<file path="config.mk">
export PLATFORM = sky130hd
export DESIGN_NAME = debounce_multi
export DESIGN_NICKNAME = d
export VERILOG_FILES = /design/src/rtl/debounce_multi.sv
export SDC_FILE = /design/constraint.sdc
export NUM_CORES = 1
export LEC_CHECK = 0
export BUFFER_PORTS_ARGS = -buffer_cell sky130_fd_sc_hd__buf_4
export CAP_MARGIN = 20
export CORE_MARGIN = 2
export CORE_UTILIZATION = 50
export CTS_CLUSTER_SIZE = 14
export DETAILED_ROUTE_END_ITERATION = 10
export PLACE_DENSITY = 0.63
export SETUP_SLACK_MARGIN = 0.05
export SLEW_MARGIN = 10
export SYNTH_ARGS = -nofsm -noshare
export SYNTH_HDL_FRONTEND = slang
export SYNTH_SLANG_ARGS = --single-unit
</file>
<file path="constraint.sdc">
create_clock -name clk -period 5.45 [get_ports clk]
set_input_delay 1.09 -clock clk [delete_from_list [all_inputs] [get_ports clk]]
set_output_delay 1.09 -clock clk [all_outputs]
set_load 0.005 [all_outputs]
</file>
<file path="src/rtl/debounce_multi.sv">
// debounce_multi
// Multi-channel pushbutton conditioner. Each channel passes its raw pin
// through a 2-FF synchroniser and then a four-state debounce FSM. The FSM
// only advances on clocks where tick_en is high. A press or release is
// accepted after STABLE_CNT consecutive tick samples at the new level.
// While the button is held, optional auto-repeat pulses are produced.
//
// Ports:
//   clk           system clock
//   rst           synchronous, active-high reset
//   tick_en       one-clock sample strobe; FSMs and counters advance only on it
//   btn_in        raw asynchronous buttons, active-high, one bit per channel
//   btn_level     debounced level, registered
//   press_pulse   one-clock pulse when a press is accepted
//   release_pulse one-clock pulse when a release is accepted
//   repeat_pulse  one-clock pulse per auto-repeat interval while held
//
// Handshake: there is no valid/ready traffic. Every pulse output is high for
// exactly one clock, the clock after the deciding tick edge.
module debounce_multi #(
    parameter int N_CH       = 5,
    parameter int CNT_W      = 14,
    parameter int STABLE_CNT = 2000,
    parameter int REPEAT_DLY = 8000,
    parameter int REPEAT_PER = 2000,
    parameter int REPEAT_EN  = 1
) (
    input  logic            clk,
    input  logic            rst,
    input  logic            tick_en,
    input  logic [N_CH-1:0] btn_in,
    output logic [N_CH-1:0] btn_level,
    output logic [N_CH-1:0] press_pulse,
    output logic [N_CH-1:0] release_pulse,
    output logic [N_CH-1:0] repeat_pulse
);

    typedef enum logic [1:0] {
        IDLE         = 2'd0,
        WAIT_PRESS   = 2'd1,
        HELD         = 2'd2,
        WAIT_RELEASE = 2'd3
    } state_t;

    localparam logic [CNT_W-1:0] STABLE_LAST = CNT_W'(STABLE_CNT - 1);
    localparam logic [CNT_W-1:0] DLY_LAST    = CNT_W'(REPEAT_DLY - 1);
    localparam logic [CNT_W-1:0] PER_LAST    = CNT_W'(REPEAT_PER - 1);
    localparam logic [CNT_W-1:0] CNT_ONE     = CNT_W'(1);

    logic [N_CH-1:0]  sync_a;
    logic [N_CH-1:0]  sync_b;
    state_t           state [N_CH];
    logic [CNT_W-1:0] cnt   [N_CH];
    logic [CNT_W-1:0] rcnt  [N_CH];
    logic [N_CH-1:0]  first;

    // Synchroniser runs every clock, independent of tick_en.
    always_ff @(posedge clk) begin
        if (rst) begin
            sync_a <= '0;
            sync_b <= '0;
        end else begin
            sync_a <= btn_in;
            sync_b <= sync_a;
        end
    end

    always_ff @(posedge clk) begin
        if (rst) begin
            for (int i = 0; i < N_CH; i++) begin
                state[i] <= IDLE;
                cnt[i]   <= '0;
                rcnt[i]  <= '0;
            end
            first         <= '0;
            btn_level     <= '0;
            press_pulse   <= '0;
            release_pulse <= '0;
            repeat_pulse  <= '0;
        end else begin
            // Pulses default low every clock so a slow tick cannot stretch them.
            press_pulse   <= '0;
            release_pulse <= '0;
            repeat_pulse  <= '0;
            if (tick_en) begin
                for (int i = 0; i < N_CH; i++) begin
                    case (state[i])
                        IDLE: begin
                            if (sync_b[i]) begin
                                state[i] <= WAIT_PRESS;
                                cnt[i]   <= CNT_ONE;
                            end else begin
                                cnt[i]   <= '0;
                            end
                        end
                        WAIT_PRESS: begin
                            if (!sync_b[i]) begin
                                state[i] <= IDLE;
                                cnt[i]   <= '0;
                            end else if (cnt[i] == STABLE_LAST) begin
                                state[i]       <= HELD;
                                press_pulse[i] <= 1'b1;
                                btn_level[i]   <= 1'b1;
                                rcnt[i]        <= '0;
                                first[i]       <= 1'b1;
                            end else begin
                                cnt[i] <= cnt[i] + CNT_ONE;
                            end
                        end
                        HELD: begin
                            if (!sync_b[i]) begin
                                // rcnt and first are frozen so a rejected release
                                // bounce resumes the repeat schedule.
                                state[i] <= WAIT_RELEASE;
                                cnt[i]   <= CNT_ONE;
                            end else if (REPEAT_EN != 0) begin
                                if (rcnt[i] == (first[i] ? DLY_LAST : PER_LAST)) begin
                                    repeat_pulse[i] <= 1'b1;
                                    rcnt[i]         <= '0;
                                    first[i]        <= 1'b0;
                                end else begin
                                    rcnt[i] <= rcnt[i] + CNT_ONE;
                                end
                            end
                        end
                        WAIT_RELEASE: begin
                            if (sync_b[i]) begin
                                state[i] <= HELD;
                                cnt[i]   <= '0;
                            end else if (cnt[i] == STABLE_LAST) begin
                                state[i]         <= IDLE;
                                release_pulse[i] <= 1'b1;
                                btn_level[i]     <= 1'b0;
                            end else begin
                                cnt[i] <= cnt[i] + CNT_ONE;
                            end
                        end
                        default: begin
                            state[i] <= IDLE;
                            cnt[i]   <= '0;
                        end
                    endcase
                end
            end
        end
    end

endmodule

</file>
==> flow_summary.ini <==
[outcome]
status = complete, no violations

[grt]
grt_usage_pct = 18.7
grt_pass1_vias = 6344
antenna_found_initial = 0
grt_pass1_wl_mm = 30.9
grt_max_degree = 25
overflow = 0

[layout]
syn2layout_area_growth_pct = 10.4
drive_above_1_share_pct = 8.50
multi_input_area_um2 = 4260
final_util_pct = 56.8
design_area_um2 = 10700
diodes = 0
final_cell_mix = nor2_1 (180), edfxtp_1 (150), nand2_1 (93), xor2_1 (70), nand3_1 (65)
fin_nets = 1005
seqCellArea_um2 = 5200
layout_commonest_cell = nor2_1
layoutNonFillerInstCount = 1260
num-fill-cells = 1689

[synthesis]
yosysWarnings = 0
synth_top_family_by_area = simple AND/OR/NAND/NOR gates
syn_inst = 974
synth_seq_cells = 185
syn-num-nets = 992
yosys.area_share.simple_pct = 24.3
synth-async-reset-ratio_pct = 0
synth_compound_area_share_pct = 6.80
syn_avg_cell_area_um2 = 9.98
yosys_most_used_dff = edfxtp_1
synth_edf_count = 150
synth_cell_types = 66
synthAdderAreaFrac_pct = 1.49
yosysSeqAreaShare_pct = 53.6
synth_xor_area_share_pct = 10.9
mappedNetlistArea_um2 = 9720
synthMuxAreaShare_pct = 0.335

[clocking]
clk_latency_ns = 0.44
ctsRootBufferMaster = clkbuf_16
htree_levels = 4
cts_setup_buffers = 0
cts_sinks = 185
cts_tree = yes
cts-resized-gates = 0
clkTransAtPathRegs_ns = 0.07
hold_buffers = 0
cts_buffer_depth = 2
cts_made_buffers = 17

[floorplan]
design.portCount = 28
floorplan.initialDensity_pct = 51.4
die_area_um2 = 20600
die_w_um = 143
coreArea_um2 = 18900
fp-row-count = 50
die_h_um = 143

[sta]
fin_setup_tns_ns = 0
clock_skew_ns = 0.0165
hold_slack_ns = 0.438
period_minus_slack_ns = 2.96
finalSetupViolCount = 0
fin_crit_sh_pct = 54.4
max-slew-margin-rel_pct = 38.1
final-hold-violation-count = 0
worst_slew_pin_slew_ns = 0.927
fmax_ghz = 0.337
maxSlewViolCount = 0
fin_ws_ns = 2.49
rsz0062_at_grt = no

[power_and_ir_drop]
p_per_area_nw_per_um2 = 294
ir_drop_mv = 0.235
p_leak_nw = 3.65
power_mw = 3.16

[route]
via_per_inst = 5.32
post-route-drc-count = 0
wl_mm = 18.1
ant_nets = 0
drtIter0Drc = 454
dr_total_vias = 6699
avgRoutedWirePerCell_um = 14.4
first_pass_iters = 5

[worst_setup_path]
r2r_slack_ns = 2.52
arrival_ns = 3.03
r2r-start = cnt[1][4]$_SDFFCE_PN0P_
cp-start-kind = primary input
cp_max_fo = 24
reg2reg_to = cnt[4][0]$_DFFE_PP_
worst_setup_path_end_kind = flop
cp.required_ns = 5.52
reg2reg_depth = 6
path_class = in -> reg
worstSetupStartpoint = tick_en

[min_path]
hp-class = reg -> reg
hold-path-cell-count = 1
min_from = sync_a[4]$_SDFF_PP0_
hold_path_end = sync_b[4]$_SDFF_PP0_

[place]
dp_cells = 1227
dp_hpwl_mm = 11.9
place.gp.congestion = 0.764
pre_cts_ws_ns = 2.01
io_buffers = 27
place_area_um2 = 10100

[run]
timing.max_cap.violations = 0
==> final cells by class <==
| type | instances | share of cell area, % |
|---|---|---|
| clock buffers | 19 | 4.13 |
| repair buffers | 34 | 2.38 |
| clock inverters | 13 | 1.26 |
| inverters | 26 | 0.910 |
| well taps | 260 | 3.03 |
| flip-flops and latches | 185 | 48.5 |
| multi-input cells | 723 | 39.8 |
==> flip-flops by register name, summed over array words and instances, names as in the netlist <==
register and cells:
sync_a 5, rcnt 70, first 5, press_pulse 5, sync_b 5, btn_level 5, state 10, release_pulse 5
cnt 70, repeat_pulse 5
==> cells by family (layout without fill, tap and decap cells) <==
family / after synthesis / count (layout)
compound gates: 102 / 102
xor+xnor: 121 / 121
fa+ha+maj: 12 / 12
buf+inv: 66 / 92
flops: 185 / 185
mux: 3 / 3
simple gates: 485 / 485
==> how the worst max path moves through the flow <==
stage,end,slack (ns)
2_1_floorplan,rcnt[1][0]$_SDFFCE_PN0P_,2.18
3_3_place_gp,cnt[1][2]$_SDFFCE_PN0P_,2.10
3_5_place_dp,cnt[1][13]$_SDFFCE_PN0P_,2.01
4_1_cts,cnt[1][11]$_SDFFCE_PN0P_,2.47
5_1_grt,cnt[1][11]$_SDFFCE_PN0P_,2.31
6_report,cnt[1][11]$_SDFFCE_PN0P_,2.49
==> worst max-delay path: stages <==
cell     delay, ns
buf_4         0.25
nor2b_2       0.23
buf_4         0.29
and2_1        0.23
nand3_2       0.33
nand2_1       0.60
==> synthesized netlist by cell type (all sizes together), types with 3 or more instances <==
cell type,number,area (um^2)
nor2,180,676
edfxtp,150,4500
nand2,93,349
xor2,70,613
nand3,66,335
xnor2,51,447
clkbuf,37,139
dfxtp,35,701
o21ai,31,155
a21oi,27,135
inv,26,97.6
nor2b,23,144
and3,21,131
nor3,17,96.4
nand4,16,106
ha,10,125
or3,10,62.6
and4,9,78.8
nor4,8,50.1
and2,6,37.5
nand2b,6,37.5
o211ai,6,45.0
nor4b,5,50.0
o21bai,5,37.5
nand4b,4,35.0
or4,4,30.0
buf,3,13.8
o21a,3,22.5
o221ai,3,32.5
o31ai,3,22.5
or2,3,18.8
or3b,3,26.3
or4b,3,30.0
==> power breakdown <==
| group | switching [mW] | leakage (nW) | internal [mW] |
|---|---|---|---|
| sequential | 0.101 | 1.87 | 1.61 |
| combinational | 0.126 | 1.50 | 0.0966 |
| clock | 0.568 | 0.277 | 0.656 |
| total | 0.794 | 3.65 | 2.36 |
==> routing by layer <==
metal	wire [um]	track usage (%)	part of all wire (%)
met1	9240	27.4	51
met2	8190	28.5	45
met3	494	4.03	2.7
met4	164	4.44	0.91
met5	0	0	0
Power figures use the tool's default switching activity.
